===== src/rtl/l1_rd_rsp_if.sv =====
// L1 read-response handshake bundle: address issue side and AFU response side.
// master drives requests and response-ready; slave is the l1_rd_rsp block.
interface l1_rd_rsp_if #(
  parameter int nstrms_width = 6,
  parameter int ptr_width    = 1,
  parameter int data_width   = 64
);
  logic                    i_addr_v;
  logic                    i_addr_r;
  logic [ptr_width-1:0]    i_addr_ptr;
  logic [nstrms_width-1:0] i_addr_sid;
  logic                    i_addr_discard;
  logic                    o_rsp_v;
  logic                    o_rsp_r;
  logic [data_width-1:0]   o_rsp_d;
  logic [nstrms_width-1:0] o_rsp_sid;
  logic                    o_rsp_discard;

  modport master (
    output i_addr_v, i_addr_ptr, i_addr_sid, i_addr_discard, o_rsp_r,
    input  i_addr_r, o_rsp_v, o_rsp_d, o_rsp_sid, o_rsp_discard
  );

  modport slave (
    input  i_addr_v, i_addr_ptr, i_addr_sid, i_addr_discard, o_rsp_r,
    output i_addr_r, o_rsp_v, o_rsp_d, o_rsp_sid, o_rsp_discard
  );
endinterface


===== src/rtl/l1_rd_rsp.sv =====
// L1 read-port response path: BRAM issue, latency tag pipe, credit-guarded FIFO.
// Optional macro RD_RSP_DISCARD_EN: discarded requests skip BRAM, return tagged.
module l1_rd_rsp #(
  parameter int nstrms       = 64,
  parameter int nstrms_width = $clog2(nstrms),
  parameter int ptr_width    = 1,
  parameter int data_width   = 64,
  parameter int rd_lat       = 2,
  parameter int fifo_depth   = rd_lat + 2,
  parameter int cnt_width    = $clog2(fifo_depth + 1)
) (
  input  logic                              clk,
  input  logic                              reset,
  l1_rd_rsp_if.slave                        io_rd,
  output logic                              o_bram_re,
  output logic [nstrms_width+ptr_width-1:0] o_bram_addr,
  input  logic [data_width-1:0]             i_bram_d,
  output logic [cnt_width-1:0]              o_inflight
);
  localparam int aw = (fifo_depth > 1) ? $clog2(fifo_depth) : 1;
  localparam logic [cnt_width-1:0] depth_c = cnt_width'(fifo_depth);
  localparam logic [aw-1:0] last_c = aw'(fifo_depth - 1);

  logic                    r_addr_r;
  logic [cnt_width-1:0]    r_inflight;
  logic [cnt_width-1:0]    r_cnt;
  logic [cnt_width-1:0]    w_inf_nxt;
  logic [rd_lat-1:0]       r_pv;
  logic [nstrms_width-1:0] r_psid [rd_lat];
  logic [data_width-1:0]   r_md [fifo_depth];
  logic [nstrms_width-1:0] r_ms [fifo_depth];
  logic [aw-1:0]           r_rd;
  logic [aw-1:0]           r_wr;
  logic                    w_acc;
  logic                    w_pop;
  logic                    w_push;
  logic                    w_full;
  logic                    w_dis;
  logic                    w_push_dis;
  logic [data_width-1:0]   w_push_d;

  function automatic logic [aw-1:0] f_inc(input logic [aw-1:0] p);
    return (p == last_c) ? '0 : p + aw'(1);
  endfunction

`ifdef RD_RSP_DISCARD_EN
  logic [rd_lat-1:0]     r_pd;
  logic [fifo_depth-1:0] r_mdis;

  assign w_dis               = io_rd.i_addr_discard;
  assign w_push_dis          = r_pd[rd_lat-1];
  assign io_rd.o_rsp_discard = r_mdis[r_rd];

  // discard tag travels alongside the valid bit
  always_ff @(posedge clk) begin
    if (reset) begin
      r_pd <= '0;
    end else begin
      r_pd[0] <= w_acc & w_dis;
      for (int i = 1; i < rd_lat; i++) r_pd[i] <= r_pd[i-1];
    end
  end

  // discard flag storage per FIFO entry
  always_ff @(posedge clk) begin
    if (reset) r_mdis <= '0;
    else if (w_push) r_mdis[r_wr] <= w_push_dis;
  end
`else
  assign w_dis               = 1'b0;
  assign w_push_dis          = 1'b0;
  assign io_rd.o_rsp_discard = 1'b0;
`endif

  assign w_acc            = io_rd.i_addr_v & r_addr_r;
  assign w_pop            = io_rd.o_rsp_v & io_rd.o_rsp_r;
  assign w_push           = r_pv[rd_lat-1];
  assign w_full           = (r_cnt == depth_c);
  assign w_push_d         = w_push_dis ? '0 : i_bram_d;
  assign o_bram_re        = w_acc & ~w_dis;
  assign o_bram_addr      = w_acc ? {io_rd.i_addr_sid, io_rd.i_addr_ptr} : '0;
  assign io_rd.i_addr_r   = r_addr_r;
  assign io_rd.o_rsp_v    = (r_cnt != '0);
  assign io_rd.o_rsp_d    = r_md[r_rd];
  assign io_rd.o_rsp_sid  = r_ms[r_rd];
  assign o_inflight       = r_inflight;

  // next credit count: accept adds, pop returns
  always_comb begin
    w_inf_nxt = r_inflight;
    if (w_acc & ~w_pop) w_inf_nxt = r_inflight + cnt_width'(1);
    else if (~w_acc & w_pop) w_inf_nxt = r_inflight - cnt_width'(1);
  end

  // credit counter and registered ready
  always_ff @(posedge clk) begin
    if (reset) begin
      r_inflight <= '0;
      r_addr_r   <= 1'b0;
    end else begin
      r_inflight <= w_inf_nxt;
      r_addr_r   <= (w_inf_nxt < depth_c);
    end
  end

  // tag pipe mirrors the fixed BRAM latency
  always_ff @(posedge clk) begin
    if (reset) begin
      r_pv <= '0;
      for (int i = 0; i < rd_lat; i++) r_psid[i] <= '0;
    end else begin
      r_pv[0]   <= w_acc;
      r_psid[0] <= io_rd.i_addr_sid;
      for (int i = 1; i < rd_lat; i++) begin
        r_pv[i]   <= r_pv[i-1];
        r_psid[i] <= r_psid[i-1];
      end
    end
  end

  // show-ahead response FIFO
  always_ff @(posedge clk) begin
    if (reset) begin
      r_rd  <= '0;
      r_wr  <= '0;
      r_cnt <= '0;
      for (int i = 0; i < fifo_depth; i++) begin
        r_md[i] <= '0;
        r_ms[i] <= '0;
      end
    end else begin
      if (w_push) begin
        r_md[r_wr] <= w_push_d;
        r_ms[r_wr] <= r_psid[rd_lat-1];
        r_wr       <= f_inc(r_wr);
      end
      if (w_pop) r_rd <= f_inc(r_rd);
      if (w_push & ~w_pop) r_cnt <= r_cnt + cnt_width'(1);
      else if (~w_push & w_pop) r_cnt <= r_cnt - cnt_width'(1);
    end
  end

  a_no_ovf: assert property (@(posedge clk) disable iff (reset)
    !(w_push && w_full && !w_pop));
  a_credit: assert property (@(posedge clk) disable iff (reset)
    r_inflight <= depth_c);
endmodule


===== src/flat_wrapper.sv =====
// flat-port wrapper written by rule: the top's interface ports become plain ports
module l1_rd_rsp_flat 
#(
  parameter int nstrms       = 64,
  parameter int nstrms_width = $clog2(nstrms),
  parameter int ptr_width    = 1,
  parameter int data_width   = 64,
  parameter int rd_lat       = 2,
  parameter int fifo_depth   = rd_lat + 2,
  parameter int cnt_width    = $clog2(fifo_depth + 1)
)
  (clk, reset, o_bram_re, o_bram_addr, i_bram_d, o_inflight, io_rd_i_addr_v, io_rd_i_addr_ptr, io_rd_i_addr_sid, io_rd_i_addr_discard, io_rd_o_rsp_r, io_rd_i_addr_r, io_rd_o_rsp_v, io_rd_o_rsp_d, io_rd_o_rsp_sid, io_rd_o_rsp_discard);
  l1_rd_rsp_if #(.nstrms_width(nstrms_width), .ptr_width(ptr_width), .data_width(data_width)) io_rd_i ();
  input  logic clk;
  input  logic reset;
  output logic o_bram_re;
  output logic [nstrms_width+ptr_width-1:0] o_bram_addr;
  input  logic [data_width-1:0] i_bram_d;
  output logic [cnt_width-1:0] o_inflight;
  input wire logic [$bits(io_rd_i.i_addr_v)-1:0] io_rd_i_addr_v;
  input wire logic [$bits(io_rd_i.i_addr_ptr)-1:0] io_rd_i_addr_ptr;
  input wire logic [$bits(io_rd_i.i_addr_sid)-1:0] io_rd_i_addr_sid;
  input wire logic [$bits(io_rd_i.i_addr_discard)-1:0] io_rd_i_addr_discard;
  input wire logic [$bits(io_rd_i.o_rsp_r)-1:0] io_rd_o_rsp_r;
  output wire logic [$bits(io_rd_i.i_addr_r)-1:0] io_rd_i_addr_r;
  output wire logic [$bits(io_rd_i.o_rsp_v)-1:0] io_rd_o_rsp_v;
  output wire logic [$bits(io_rd_i.o_rsp_d)-1:0] io_rd_o_rsp_d;
  output wire logic [$bits(io_rd_i.o_rsp_sid)-1:0] io_rd_o_rsp_sid;
  output wire logic [$bits(io_rd_i.o_rsp_discard)-1:0] io_rd_o_rsp_discard;
  assign io_rd_i.i_addr_v = io_rd_i_addr_v;
  assign io_rd_i.i_addr_ptr = io_rd_i_addr_ptr;
  assign io_rd_i.i_addr_sid = io_rd_i_addr_sid;
  assign io_rd_i.i_addr_discard = io_rd_i_addr_discard;
  assign io_rd_i.o_rsp_r = io_rd_o_rsp_r;
  assign io_rd_i_addr_r = io_rd_i.i_addr_r;
  assign io_rd_o_rsp_v = io_rd_i.o_rsp_v;
  assign io_rd_o_rsp_d = io_rd_i.o_rsp_d;
  assign io_rd_o_rsp_sid = io_rd_i.o_rsp_sid;
  assign io_rd_o_rsp_discard = io_rd_i.o_rsp_discard;
  l1_rd_rsp #(.nstrms(nstrms), .nstrms_width(nstrms_width), .ptr_width(ptr_width), .data_width(data_width), .rd_lat(rd_lat), .fifo_depth(fifo_depth), .cnt_width(cnt_width)) u_core (.clk(clk), .reset(reset), .io_rd(io_rd_i), .o_bram_re(o_bram_re), .o_bram_addr(o_bram_addr), .i_bram_d(i_bram_d), .o_inflight(o_inflight));
endmodule

===== config.mk =====
export PLATFORM = sky130hd
export DESIGN_NAME = l1_rd_rsp_flat
export DESIGN_NICKNAME = d
export VERILOG_FILES = /design/src/rtl/l1_rd_rsp_if.sv /design/src/rtl/l1_rd_rsp.sv /design/src/flat_wrapper.sv
export SDC_FILE = /design/constraint.sdc
export NUM_CORES = 1
export LEC_CHECK = 0
export ABC_AREA = 1
export CAP_MARGIN = 15
export CELL_PAD_IN_SITES_DETAIL_PLACEMENT = 0
export CELL_PAD_IN_SITES_GLOBAL_PLACEMENT = 1
export CORE_ASPECT_RATIO = 0.9
export CORE_MARGIN = 2
export CORE_UTILIZATION = 49
export CTS_BUF_LIST = sky130_fd_sc_hd__clkbuf_8
export DETAILED_ROUTE_END_ITERATION = 7
export PLACE_DENSITY = 0.84
export SYNTH_ARGS = -nofsm -noshare
export SYNTH_HDL_FRONTEND = slang
export SYNTH_SLANG_ARGS = --single-unit

===== constraint.sdc =====
create_clock -name clk -period 12.5 [get_ports clk]
set_input_delay 2.5 -clock clk [delete_from_list [all_inputs] [get_ports clk]]
set_output_delay 2.5 -clock clk [all_outputs]
set_load 0.02 [all_outputs]

# After elaboration in Yosys (flattened, before gate mapping)
# Memories as Yosys holds them, arrays and structs flattened. A register that Yosys moved wholly into a read port is not among the register bits.
# Index checks and enable logic that the tools add are counted.
[word_totals]
ramBits = 292
input_bits = 76
output_inout_bits = 84
latch_bits = 0
memories = 3
ff_bits = 13
mem_bits_ro = 0
[classes]
mux = 25
eq_ne = 2
n_reduce_logical = 4
shifts = 0
n_addsub = 6
magnitude_cmp = 1
multipliers = 0
bitwise = 11
n_div = 0
[mem_list]
columns = ["memory", "words", "word_bits", "read_ports", "rd_ports_with_merged_regs", "wr", "line", "rtl"]
rows = [
  ["u_core.r_md", 4, 64, 1, 1, 4, "l1_rd_rsp.sv:30", "logic [data_width-1:0] r_md [fifo_depth];"],
  ["u_core.r_ms", 4, 6, 1, 1, 4, "l1_rd_rsp.sv:31", "logic [nstrms_width-1:0] r_ms [fifo_depth];"],
  ["u_core.r_psid", 2, 6, 2, 0, 2, "l1_rd_rsp.sv:29", "logic [nstrms_width-1:0] r_psid [rd_lat];"],
]
[ops]
columns = ["operator", "n"]
rows = [
  ["$mux W64", 1],
  ["$reduce_or A64 Y1", 1],
  ["$mux W6", 3],
  ["$mux W2", 8],
  ["$mux W3", 4],
  ["$mux W1", 8],
  ["$mux W7", 1],
  ["$add A3 B1 Y3 const B", 2],
  ["$and A1 B1 Y1", 6],
  ["$reduce_or A6 Y1", 1],
  ["$sub A3 B1 Y3 const B", 2],
  ["$add A2 B1 Y2 const B", 2],
  ["$eq A2 B2 Y1 const B", 2],
  ["$lt A3 B3 Y1 const B", 1],
  ["$not A1 Y1", 3],
  ["$reduce_bool A3 Y1", 1],
  ["$or A1 B1 Y1", 2],
  ["$reduce_bool A2 Y1", 1],
]

# Logic depth before layout (Yosys ltp)
# Gate-level depths: netlist of the first run.
[logic_depth]
depth_word = 6
depth_mapped = 12
depth_no_buf = 12

# Worst setup path after synthesis of the first run
# Ideal clock, no wire load.
[synth_timing]
path_kind = "input-to-reg"
from = "input reset"
to = "memory u_core.r_md[3][0] (enable)"
arrival_ns = 5.922
required_time_ns = 12.000
slack_ns = 6.078
stages = 4
cell_sequence = "clkbuf_1 or2_2 nand2_1 nor2_1"
[synth_rtl]
columns = ["item", "line", "rtl"]
rows = [
  ["start: declaration", "flat_wrapper.sv:15", "input logic reset;"],
  ["end: declaration", "l1_rd_rsp.sv:30", ""],
]

==> impl_metrics.prom, run 1 <==
# TYPE chip_impl_metric gauge
chip_impl_metric{name="cts_htree_levels",unit=""} 2
chip_impl_metric{name="numClockSinks",unit=""} 307
chip_impl_metric{name="power.share.clock",unit=""} 0.249
chip_impl_metric{name="cts_buffers",unit=""} 50
chip_impl_info{name="min_to",value="u_core.r_pv[1]"} 1
chip_impl_metric{name="ys_ff_latch",unit=""} 307
chip_impl_metric{name="grt_remaining_overflow",unit=""} 0
chip_impl_metric{name="wirelength_met1",unit="mm"} 12.64
chip_impl_metric{name="core_area",unit="sq um"} 26070
chip_impl_metric{name="asyncSetResetFlopFracSynth",unit=""} 0
chip_impl_metric{name="core.rowCount",unit=""} 56
chip_impl_metric{name="achievable-frequency",unit="MHz"} 154.5
chip_impl_metric{name="max_slew_margin",unit=""} 0.2277
chip_impl_metric{name="post_cts_buffers",unit=""} 0
chip_impl_metric{name="syn_avg_cell_area",unit="sq um"} 10.80
chip_impl_metric{name="fin_crit_sh",unit=""} 0.5177
chip_impl_info{name="timing.rr.start",value="u_core.r_pv[1]"} 1
chip_impl_metric{name="swShare",unit=""} 0.3514
chip_impl_info{name="setup.worst_path.end_class",value="flip-flop"} 1
chip_impl_metric{name="die_h",unit="microns"} 158.4
chip_impl_metric{name="tightestPinTransition",unit="ps"} 1158
chip_impl_metric{name="switching_power",unit="uW"} 1113
chip_impl_info{name="topRoutingLayerUsed",value="met4"} 1
chip_impl_metric{name="dr_wl_met3",unit="mm"} 2.009
chip_impl_metric{name="final_layout_size_suffix_gt1_frac",unit=""} 0.05865
chip_impl_metric{name="dp.final_hpwl",unit="mm"} 14.98
chip_impl_metric{name="post-route-util",unit=""} 0.5960
chip_impl_metric{name="p_comb_frac",unit=""} 0.354
chip_impl_metric{name="grt_pass1_wl",unit="mm"} 45.53
chip_impl_info{name="rsz0062_at_grt",value="false"} 1
chip_impl_metric{name="vdd.ir_drop.worst",unit="mV"} 0.1160
chip_impl_metric{name="final_max_slew_viol_count",unit=""} 0
chip_impl_metric{name="num_vias",unit=""} 9003
chip_impl_metric{name="synth_cell_area",unit="sq um"} 12970
chip_impl_metric{name="gr-usage-all-layers",unit=""} 0.2108
chip_impl_metric{name="grt_start_max_net_pins",unit=""} 103
chip_impl_metric{name="firstDrtPassIters",unit=""} 5
chip_impl_metric{name="synth.yosys.seq_area_share",unit=""} 0.6897
chip_impl_metric{name="routability_congestion_estimate_from_global_placement",unit=""} 0.7284
chip_impl_metric{name="area.growth.synth_to_final",unit="%"} 19.73
chip_impl_metric{name="num-nets-final",unit=""} 1426
chip_impl_metric{name="number_of_enable_flip_flop_cells_after_synthesis",unit=""} 280
chip_impl_metric{name="routedWlPerCell",unit="microns"} 17.23
chip_impl_metric{name="syn-instance-count",unit=""} 1201
chip_impl_metric{name="postSynthNetCount",unit=""} 1285
chip_impl_metric{name="power_density",unit="nW/um^2"} 203.9
chip_impl_metric{name="worstRegToRegCells",unit=""} 5
chip_impl_metric{name="required",unit="ps"} 12680
chip_impl_metric{name="insertion_delay",unit="ps"} 560
chip_impl_metric{name="arrival",unit="ps"} 6650
chip_impl_metric{name="intPower",unit="uW"} 2055
chip_impl_metric{name="p_leak",unit="uW"} 0.006232
chip_impl_metric{name="timing.reg2reg.setup_slack",unit="ps"} 8810
chip_impl_metric{name="post_detailed_routing_wire_length",unit="mm"} 29.79
chip_impl_metric{name="io_buffer_count",unit=""} 157
chip_impl_metric{name="viasPerCell",unit=""} 5.207
chip_impl_metric{name="drt_iter0_markers",unit=""} 947
chip_impl_metric{name="netlist-cell-type-count",unit=""} 27
chip_impl_metric{name="route.met2.wl",unit="mm"} 14.62
chip_impl_metric{name="postCtsHoldBufs",unit=""} 0
chip_impl_metric{name="grt_antenna_before_repair",unit=""} 0
chip_impl_metric{name="first_global_vias",unit=""} 8725
chip_impl_metric{name="layout_min_cycle_time",unit="ps"} 6472
chip_impl_info{name="timing.rr.end",value="u_core.r_md[0][57]"} 1
chip_impl_metric{name="post_cts_resize_count",unit=""} 0
chip_impl_info{name="holdCritStartpoint",value="u_core.r_pv[0]"} 1
chip_impl_info{name="synth_top_flop_cell",value="sky130_fd_sc_hd__edfxtp_1"} 1
chip_impl_metric{name="final.setup.tns",unit="ps"} 0
chip_impl_metric{name="fin_total_pwr",unit="uW"} 3168
chip_impl_metric{name="sequentialPowerShare",unit=""} 0.396
chip_impl_info{name="cts-root-buf",value="sky130_fd_sc_hd__clkbuf_8"} 1
chip_impl_metric{name="hold_viol_final",unit=""} 0
chip_impl_metric{name="die-width",unit="microns"} 175.5
chip_impl_metric{name="dieArea",unit="sq um"} 27800
chip_impl_info{name="cts_tree",value="built"} 1
chip_impl_metric{name="finalHoldWorstSlack",unit="ps"} 399.2
chip_impl_metric{name="timing.final.setup_violations",unit=""} 0
chip_impl_metric{name="cap_viol_max_count",unit=""} 0
chip_impl_metric{name="ios",unit=""} 160
chip_impl_info{name="category_of_the_worst_setup_path_launch_point",value="primary input"} 1
chip_impl_info{name="run_status",value="complete, no violations"} 1
chip_impl_metric{name="worst_setup_hold_path_clk_slew",unit="ps"} 60
chip_impl_info{name="timing_worst_setup_path_type",value="primary input to flip-flop"} 1
chip_impl_metric{name="antenna_left",unit=""} 0
chip_impl_metric{name="initial_core_util",unit=""} 0.4977
chip_impl_metric{name="fin_worst_skew",unit="ps"} 10.43
chip_impl_info{name="hold_path.class",value="flip-flop to flip-flop"} 1
chip_impl_metric{name="timing.critical_path.fanout_max",unit=""} 72
chip_impl_metric{name="hold-path-cell-count",unit=""} 2
chip_impl_metric{name="synth_warnings",unit=""} 0
chip_impl_metric{name="antenna-diode-count",unit=""} 0
chip_impl_metric{name="post_route_drc",unit=""} 0
chip_impl_metric{name="cts_max_path_buffers",unit=""} 3
==> layer usage <==
metal,GRT usage,vias up
li1,-,4343
met1,0.2718,4317
met2,0.3641,299
met3,0.04370,44
met4,0.06100,0
met5,0,-
==> layout by cell type, fill, tap and decap left out, types with 9 or more instances in the layout <==
cell type,instances
sky130_fd_sc_hd__clkbuf_8,56
sky130_fd_sc_hd__o21ai_0,113
sky130_fd_sc_hd__o21ai_1,30
sky130_fd_sc_hd__dfxtp_1,25
sky130_fd_sc_hd__clkdlybuf4s50_1,157
sky130_fd_sc_hd__nor2_1,449
sky130_fd_sc_hd__inv_1,125
sky130_fd_sc_hd__edfxtp_1,280
sky130_fd_sc_hd__nand2_1,18
sky130_fd_sc_hd__o22ai_1,71
sky130_fd_sc_hd__clkinv_1,9
==> layout make-up <==
class,count,area [sq um]
clock inverters,35,133.9
repair buffers,164,1624
inverters,104,392.9
fillers,2173,10530
flip-flops and latches,307,8954
well taps,348,435.4
multi-input cells,715,3223
clock buffers,56,770.7
==> worst max path at each step <==
stage	from	end	slack [ps]	cells past startpoint
after floorplan	reset	u_core.r_md[3][0]	6080	4
final	reset	u_core.r_md[0][57]	6030	7
after detailed placement	reset	u_core.r_md[0][56]	5360	7
after CTS	reset	u_core.r_md[0][36]	5950	7
after global placement	reset	u_core.r_md[0][57]	5410	7
after global routing	reset	u_core.r_md[0][60]	5760	7
==> metrics by stage <==
step	instance area [sq um]	worst slack, ps	cells
finish	15530	6028	1729
global route	15530	5758	1729
CTS	15530	5946	1729
detailed placement	14630	5360	1638
global placement	14630	5410	1638
floorplan	12970	6078	1201
==> cells by family after synthesis <==
group	Yosys count	share of synthesized area
compound gates	221	0.09229
xor+xnor	1	0.0006752
buf+inv	179	0.06548
fa+ha+maj	8	0.008294
flops	307	0.6897
other cells	1	0.0002890
simple gates	484	0.1432
==> power groups by stage <==
stage | logic (uW) | clock network [uW] | registers [uW]
3_3_place_gp | 1120 | 0 | 1270
2_1_floorplan | 679 | 0 | 1250
3_5_place_dp | 1130 | 0 | 1280
4_1_cts | 1130 | 799 | 1260
5_1_grt | 1210 | 846 | 1270
6_report | 1120 | 790 | 1260
==> synthesized netlist by cell type, types with 9 or more instances <==
cell type | n | area [sq um]
sky130_fd_sc_hd__buf_4 | 9 | 67.56
sky130_fd_sc_hd__buf_6 | 18 | 202.7
sky130_fd_sc_hd__clkbuf_1 | 41 | 153.9
sky130_fd_sc_hd__dfxtp_1 | 27 | 540.5
sky130_fd_sc_hd__edfxtp_1 | 280 | 8408
sky130_fd_sc_hd__inv_1 | 102 | 382.9
sky130_fd_sc_hd__nand2_1 | 22 | 82.58
sky130_fd_sc_hd__nor2_1 | 450 | 1689
sky130_fd_sc_hd__o21ai_0 | 113 | 565.5
sky130_fd_sc_hd__o21ai_1 | 30 | 150.1
sky130_fd_sc_hd__o22ai_1 | 71 | 444.2
==> critical path, cell delays in order <==
cell	delay, ps
sky130_fd_sc_hd__clkdlybuf4s50_1	760
sky130_fd_sc_hd__inv_2	430
sky130_fd_sc_hd__nand2_4	580
sky130_fd_sc_hd__nor2_4	430
sky130_fd_sc_hd__nand2_4	610
sky130_fd_sc_hd__nand2_4	510
sky130_fd_sc_hd__buf_4	750
==> state kept, by name, indices dropped and copies added, names as in the netlist, named ones only <==
name / count
u_core.r_ms: 24
u_core.r_wr: 2
u_core.r_md: 256
u_core.io_rd.i_addr_r: 1
u_core.r_psid: 12
u_core.r_cnt: 3
u_core.r_pv: 2
u_core.o_inflight: 3
u_core.r_rd: 2
No activity file was read; power rests on OpenSTA's default activity.
==> run 2, diff against run 1 <==
Settings changed: CORE_UTILIZATION 49 to 46, PLACE_DENSITY 0.84 to 0.8.
Clock period 12.5 ns to 6.5 ns, I/O delays scaled along.
==> impl_metrics.prom, run 2 (synthesis results as in run 1) <==
# TYPE chip_impl_metric gauge
chip_impl_metric{name="sequentialPowerShare",unit=""} 0.393
chip_impl_info{name="category_of_the_worst_setup_path_launch_point",value="flip-flop"} 1
chip_impl_info{name="timing_worst_setup_path_type",value="flip-flop to output port"} 1
chip_impl_metric{name="antenna_left",unit=""} 0
chip_impl_metric{name="seq_area",unit="sq um"} 8954
chip_impl_info{name="setup.worst_path.end_class",value="output port"} 1
chip_impl_metric{name="cap_viol_max_count",unit=""} 0
chip_impl_metric{name="routedWlPerCell",unit="microns"} 17.38
chip_impl_metric{name="fin_crit_sh",unit=""} 0.7296
chip_impl_metric{name="num-nets-final",unit=""} 1434
chip_impl_metric{name="tightestPinTransition",unit="ps"} 1143
chip_impl_metric{name="dieArea",unit="sq um"} 29570
chip_impl_metric{name="area.growth.synth_to_final",unit="%"} 20.36
chip_impl_metric{name="die_h",unit="microns"} 163.3
chip_impl_metric{name="drt_iter0_markers",unit=""} 552
chip_impl_metric{name="initial_core_util",unit=""} 0.4656
chip_impl_metric{name="viasPerCell",unit=""} 5.187
chip_impl_metric{name="postCtsHoldBufs",unit=""} 0
chip_impl_metric{name="achievable-frequency",unit="MHz"} 210.9
chip_impl_info{name="largest_registers",value="u_core.r_md: 256 flops, u_core.r_ms: 24 flops, u_core.r_psid: 12 flops"} 1
chip_impl_metric{name="cts_max_path_buffers",unit=""} 3
chip_impl_metric{name="count_of_placed_standard_cells_in_the_final_layout_fillers_left_out",unit=""} 1750
chip_impl_metric{name="die-width",unit="microns"} 181.0
chip_impl_metric{name="placement.setup.worst_slack",unit="ps"} 2336
chip_impl_metric{name="cts_htree_levels",unit=""} 2
chip_impl_info{name="run_status",value="complete, no violations"} 1
chip_impl_info{name="hold_path.class",value="flip-flop to flip-flop"} 1
chip_impl_metric{name="fillerInstances",unit=""} 2461
chip_impl_metric{name="cts_buffers",unit=""} 51
chip_impl_metric{name="hold_viol_final",unit=""} 0
chip_impl_info{name="cts_tree",value="built"} 1
chip_impl_metric{name="area_of_the_multi_input_gates",unit="sq um"} 3223
chip_impl_info{name="cts-root-buf",value="sky130_fd_sc_hd__clkbuf_8"} 1
chip_impl_metric{name="vdd.ir_drop.worst",unit="mV"} 0.1898
chip_impl_info{name="layout_common_cells",value="sky130_fd_sc_hd__nor2_1, sky130_fd_sc_hd__edfxtp_1, sky130_fd_sc_hd__clkdlybuf4s50_1, sky130_fd_sc_hd__inv_1, sky130_fd_sc_hd__o21ai_0"} 1
chip_impl_metric{name="dp.cells",unit=""} 1657
chip_impl_metric{name="final_max_slew_viol_count",unit=""} 0
chip_impl_metric{name="core_area",unit="sq um"} 27870
chip_impl_metric{name="timing.final.setup_violations",unit=""} 0
chip_impl_metric{name="power_density",unit="nW/um^2"} 387.3
chip_impl_metric{name="p_leak",unit="uW"} 0.006262
chip_impl_metric{name="arrival",unit="ps"} 3440
chip_impl_metric{name="first_global_vias",unit=""} 8956
chip_impl_metric{name="insertion_delay",unit="ps"} 560
chip_impl_metric{name="grt_remaining_overflow",unit=""} 0
chip_impl_metric{name="antenna-diode-count",unit=""} 0
chip_impl_metric{name="worst_setup_hold_path_clk_slew",unit="ps"} 50
chip_impl_metric{name="core.rowCount",unit=""} 58
chip_impl_metric{name="max_slew_margin",unit=""} 0.2380
chip_impl_metric{name="ios",unit=""} 160
chip_impl_metric{name="numClockSinks",unit=""} 307
chip_impl_metric{name="gr-usage-all-layers",unit=""} 0.2048
chip_impl_info{name="rsz0062_at_grt",value="false"} 1
chip_impl_metric{name="io_buffer_count",unit=""} 157
chip_impl_info{name="regMostFlops",value="u_core.r_md"} 1
chip_impl_metric{name="grt_pass1_wl",unit="mm"} 47.33
chip_impl_metric{name="grt_start_max_net_pins",unit=""} 115
chip_impl_metric{name="post_detailed_routing_wire_length",unit="mm"} 30.42
chip_impl_metric{name="routability_congestion_estimate_from_global_placement",unit=""} 0.7385
chip_impl_metric{name="intPower",unit="uW"} 3913
chip_impl_metric{name="num_vias",unit=""} 9078
chip_impl_metric{name="swShare",unit=""} 0.3529
chip_impl_metric{name="layout_min_cycle_time",unit="ps"} 4743
chip_impl_metric{name="largest_register_ff_count",unit=""} 256
chip_impl_metric{name="timing.critical_path.fanout_max",unit=""} 95
chip_impl_metric{name="post_cts_buffers",unit=""} 0
chip_impl_metric{name="final.setup.tns",unit="ps"} 0
chip_impl_info{name="mostFrequentLayoutCell",value="sky130_fd_sc_hd__nor2_1"} 1
chip_impl_metric{name="required",unit="ps"} 5200
chip_impl_metric{name="power.share.clock",unit=""} 0.243
chip_impl_metric{name="dp.final_hpwl",unit="mm"} 15.62
chip_impl_metric{name="post_cts_resize_count",unit=""} 0
chip_impl_metric{name="firstDrtPassIters",unit=""} 5
chip_impl_metric{name="post_route_drc",unit=""} 0
chip_impl_metric{name="fin_worst_skew",unit="ps"} 28.22
chip_impl_metric{name="switching_power",unit="uW"} 2134
chip_impl_metric{name="final_layout_size_suffix_gt1_frac",unit=""} 0.06187
chip_impl_metric{name="p_comb_frac",unit=""} 0.364
chip_impl_metric{name="final_critical_path_setup_slack",unit="ps"} 1757
chip_impl_metric{name="grt_antenna_before_repair",unit=""} 0
==> run 2: worst paths after layout <==
path                  startpoint             endpoint  slack [ps]  depth (start not counted)
max                    flip-flop    io_rd_o_rsp_d[33]        1760                          5
min          u_core.r_psid[0][2]  u_core.r_psid[0][8]         410                          2
max reg2reg       u_core.r_pv[1]   u_core.r_md[2][12]        4310                          5
min reg2reg  u_core.r_psid[0][2]  u_core.r_psid[0][8]         410                          2
==> run 2: critical path, cell delays in order, from the launching register on <==
cell and delay (ps):
sky130_fd_sc_hd__dfxtp_4 440, sky130_fd_sc_hd__inv_4 690, sky130_fd_sc_hd__buf_4 590, sky130_fd_sc_hd__nor2_1 80
sky130_fd_sc_hd__o22ai_1 320, sky130_fd_sc_hd__clkdlybuf4s50_1 670
==> run 2: final cells by class <==
type,instances,area share
clock buffer,52,0.04583
clock inverter,41,0.01058
inverter,104,0.02516
multi-input combinational,715,0.2064
sequential,307,0.5734
tap,360,0.02885
timing repair buffer,171,0.1098
==> run 2: power groups by stage <==
stage          registers, uW  clock network (uW)  logic (uW)
6_report                2380                1470        2200
4_1_cts                 2380                1500        2240
3_3_place_gp            2410                   0        2210
2_1_floorplan           2400                   0        1310
3_5_place_dp            2420                   0        2230
5_1_grt                 2390                1590        2390
==> run 2: through the flow <==
stage	area (sq um)	power [uW]	hold WS (ps)	util
finish	15620	6048	405.1	0.5603
global route	15620	6367	410.4	0.5603
CTS	15620	6116	403.9	0.5603
detailed placement	14730	4643	396.6	0.5287
global placement	14730	4620	391.0	0.5287
floorplan	12970	3706	388.3	-
==> run 2: layer usage <==
metal	GRT usage	wire length, microns	share of wire	up-vias
li1	-	-	-	4361
met1	0.2637	12960	0.43	4387
met2	0.3593	14950	0.49	287
met3	0.03768	1980	0.065	43
met4	0.05543	522	0.017	0
met5	0	0	0	-
==> run 3, diff against run 2 <==
Clock period 6.5 ns to 4.8 ns, I/O delays scaled along.
==> impl_metrics.prom, run 3 (synthesis results as in run 1) <==
# TYPE chip_impl_metric gauge
chip_impl_info{name="critical_path_cell_sequence",value="buf_4 -> o21ai_0 -> o22ai_1 -> clkdlybuf4s50_1"} 1
chip_impl_info{name="setup.worst_path.end_class",value="output port"} 1
chip_impl_metric{name="fin_worst_skew",unit="ps"} 15.72
chip_impl_metric{name="cts_max_path_buffers",unit=""} 3
chip_impl_metric{name="viasPerCell",unit=""} 5.155
chip_impl_metric{name="first_global_vias",unit=""} 8985
chip_impl_metric{name="grt_pass1_wl",unit="mm"} 47.14
chip_impl_metric{name="largest_register_ff_count",unit=""} 256
chip_impl_metric{name="num_vias",unit=""} 9041
chip_impl_metric{name="max_slew_margin",unit=""} 0.3324
chip_impl_metric{name="worst_setup_hold_path_clk_slew",unit="ps"} 60
chip_impl_metric{name="firstDrtPassIters",unit=""} 4
chip_impl_metric{name="gr-usage-all-layers",unit=""} 0.2063
chip_impl_metric{name="layout_min_cycle_time",unit="ps"} 4154
chip_impl_metric{name="die_h",unit="microns"} 163.3
chip_impl_metric{name="fin_crit_sh",unit=""} 0.8655
chip_impl_info{name="hold_path.class",value="flip-flop to flip-flop"} 1
chip_impl_metric{name="numClockSinks",unit=""} 307
chip_impl_info{name="largest_registers",value="u_core.r_md: 256 flops, u_core.r_ms: 24 flops, u_core.r_psid: 12 flops"} 1
chip_impl_metric{name="area.growth.synth_to_final",unit="%"} 21.32
chip_impl_metric{name="required",unit="ps"} 3840
chip_impl_info{name="cts-root-buf",value="sky130_fd_sc_hd__clkbuf_8"} 1
chip_impl_metric{name="num-nets-final",unit=""} 1442
chip_impl_metric{name="ios",unit=""} 160
chip_impl_metric{name="post_route_drc",unit=""} 0
chip_impl_info{name="timing_worst_setup_path_type",value="flip-flop to output port"} 1
chip_impl_info{name="layout_common_cells",value="sky130_fd_sc_hd__nor2_1, sky130_fd_sc_hd__edfxtp_1, sky130_fd_sc_hd__clkdlybuf4s50_1, sky130_fd_sc_hd__inv_1, sky130_fd_sc_hd__o21ai_0"} 1
chip_impl_info{name="category_of_the_worst_setup_path_launch_point",value="flip-flop"} 1
chip_impl_metric{name="timing.critical_path.fanout_max",unit=""} 62
chip_impl_info{name="min_to",value="u_core.r_psid[0][8]"} 1
chip_impl_metric{name="fillerInstances",unit=""} 2403
chip_impl_metric{name="core_area",unit="sq um"} 27870
chip_impl_metric{name="timing.reg2reg.setup_slack",unit="ps"} 2920
chip_impl_metric{name="final_max_slew_viol_count",unit=""} 0
chip_impl_info{name="cts_tree",value="built"} 1
chip_impl_metric{name="postCtsHoldBufs",unit=""} 0
chip_impl_metric{name="io_buffer_count",unit=""} 157
chip_impl_metric{name="vdd.ir_drop.worst",unit="mV"} 0.3014
chip_impl_metric{name="grt_start_max_net_pins",unit=""} 71
chip_impl_metric{name="power_density",unit="nW/um^2"} 526.8
chip_impl_metric{name="critPathMaxStageDelay",unit="ps"} 810
chip_impl_metric{name="drt_iter0_markers",unit=""} 644
chip_impl_metric{name="die-width",unit="microns"} 181.0
chip_impl_metric{name="core.rowCount",unit=""} 58
chip_impl_metric{name="insertion_delay",unit="ps"} 550
chip_impl_info{name="regMostFlops",value="u_core.r_md"} 1
chip_impl_info{name="critPathSlowestCell",value="sky130_fd_sc_hd__dfxtp_4"} 1
chip_impl_metric{name="antenna_left",unit=""} 0
chip_impl_metric{name="tightestPinTransition",unit="ps"} 1001
chip_impl_metric{name="post_cts_buffers",unit=""} 0
chip_impl_metric{name="worstRegToRegCells",unit=""} 12
chip_impl_info{name="mostFrequentLayoutCell",value="sky130_fd_sc_hd__nor2_1"} 1
chip_impl_metric{name="achievable-frequency",unit="MHz"} 240.7
chip_impl_metric{name="initial_core_util",unit=""} 0.4656
chip_impl_metric{name="cap_viol_max_count",unit=""} 0
chip_impl_info{name="holdCritStartpoint",value="u_core.r_psid[0][2]"} 1
chip_impl_metric{name="cts_buffers",unit=""} 51
chip_impl_metric{name="routedWlPerCell",unit="microns"} 17.33
chip_impl_metric{name="dieArea",unit="sq um"} 29570
chip_impl_metric{name="antenna-diode-count",unit=""} 0
chip_impl_metric{name="cts_htree_levels",unit=""} 2
chip_impl_metric{name="final.setup.tns",unit="ps"} 0
chip_impl_metric{name="arrival",unit="ps"} 3190
chip_impl_metric{name="hold_viol_final",unit=""} 0
chip_impl_metric{name="dp.final_hpwl",unit="mm"} 16.04
chip_impl_info{name="rsz0062_at_grt",value="false"} 1
chip_impl_metric{name="fin_total_pwr",unit="uW"} 8291
chip_impl_info{name="run_status",value="complete, no violations"} 1
chip_impl_info{name="timing.rr.start",value="u_core.r_cnt[0]"} 1
chip_impl_metric{name="p_leak",unit="uW"} 0.006322
chip_impl_metric{name="final_layout_size_suffix_gt1_frac",unit=""} 0.07030
chip_impl_metric{name="timing.final.setup_violations",unit=""} 0
chip_impl_info{name="timing.rr.end",value="u_core.r_cnt[2]"} 1
chip_impl_metric{name="grt_antenna_before_repair",unit=""} 0
chip_impl_metric{name="grt_remaining_overflow",unit=""} 0
chip_impl_metric{name="post_cts_resize_count",unit=""} 0
chip_impl_metric{name="post_detailed_routing_wire_length",unit="mm"} 30.41
chip_impl_metric{name="routability_congestion_estimate_from_global_placement",unit=""} 0.7304
chip_impl_metric{name="hold-path-cell-count",unit=""} 2
==> run 3: changes by cell type in the layout (fill, tap and decap cells not counted), sizes merged <==
cell      change
buf           +8
clkinvlp      +1
clkinv        -7
clkbuf        +4
inv           -2
==> run 3: how the worst max path moves through the flow <==
stage | startpoint | cells after the start | slack (ps) | end
2_1_floorplan | reset | 4 | 1130 | u_core.r_md[3][0]
3_3_place_gp | flip-flop | 4 | 1250 | io_rd_o_rsp_sid[4]
3_5_place_dp | flip-flop | 4 | 1230 | io_rd_o_rsp_d[36]
4_1_cts | flip-flop | 4 | 630 | io_rd_o_rsp_d[36]
5_1_grt | flip-flop | 4 | 460 | io_rd_o_rsp_sid[4]
6_report | flip-flop | 4 | 650 | io_rd_o_rsp_d[36]
==> run 3: power by group <==
part           leakage, uW  internal, uW  switching (uW)  total (uW)
Clock             0.000543          1060             993        2060
Combinational      0.00266          1200            1750        2950
Sequential         0.00312          3110             171        3280
==> run 3: per-stage QoR <==
| stage | area (sq um) | setup slack (ps) | instances | util | hold WS (ps) |
|---|---|---|---|---|---|
| 3_3_place_gp | 14830 | 1252 | 1665 | 0.5322 | 390.4 |
| 5_1_grt | 15740 | 455.9 | 1754 | 0.5648 | 428.3 |
| 4_1_cts | 15740 | 631.5 | 1754 | 0.5648 | 409.6 |
| 6_report | 15740 | 645.7 | 1754 | 0.5648 | 410.5 |
| 3_5_place_dp | 14830 | 1230 | 1665 | 0.5322 | 397.9 |
| 2_1_floorplan | 12980 | 1126 | 1201 | - | 388.3 |
==> run 3: layout make-up <==
class,instances,area (sq um),area share
inverter,104,392.9,0.02496
timing repair buffer,179,1812,0.1151
multi-input combinational,715,3223,0.2048
clock buffer,56,770.7,0.04897
tap,360,450.4,0.02862
clock inverter,33,137.6,0.008744
sequential,307,8954,0.5688
==> run 3: metal layers <==
layer  vias up  part of all wire  GRT usage
met3        43             0.074    0.04303
li1       4368                 -          -
met1      4324              0.43     0.2675
met2       306              0.47     0.3531
met4         0             0.018    0.06098
met5         -                 0          0
==> run 3: critical path: cells and delay by family, from the launching register on <==
| family | cells | cell delay [ps] |
|---|---|---|
| compound gates | 2 | 510 |
| flops | 1 | 810 |
| buf+inv | 2 | 1300 |
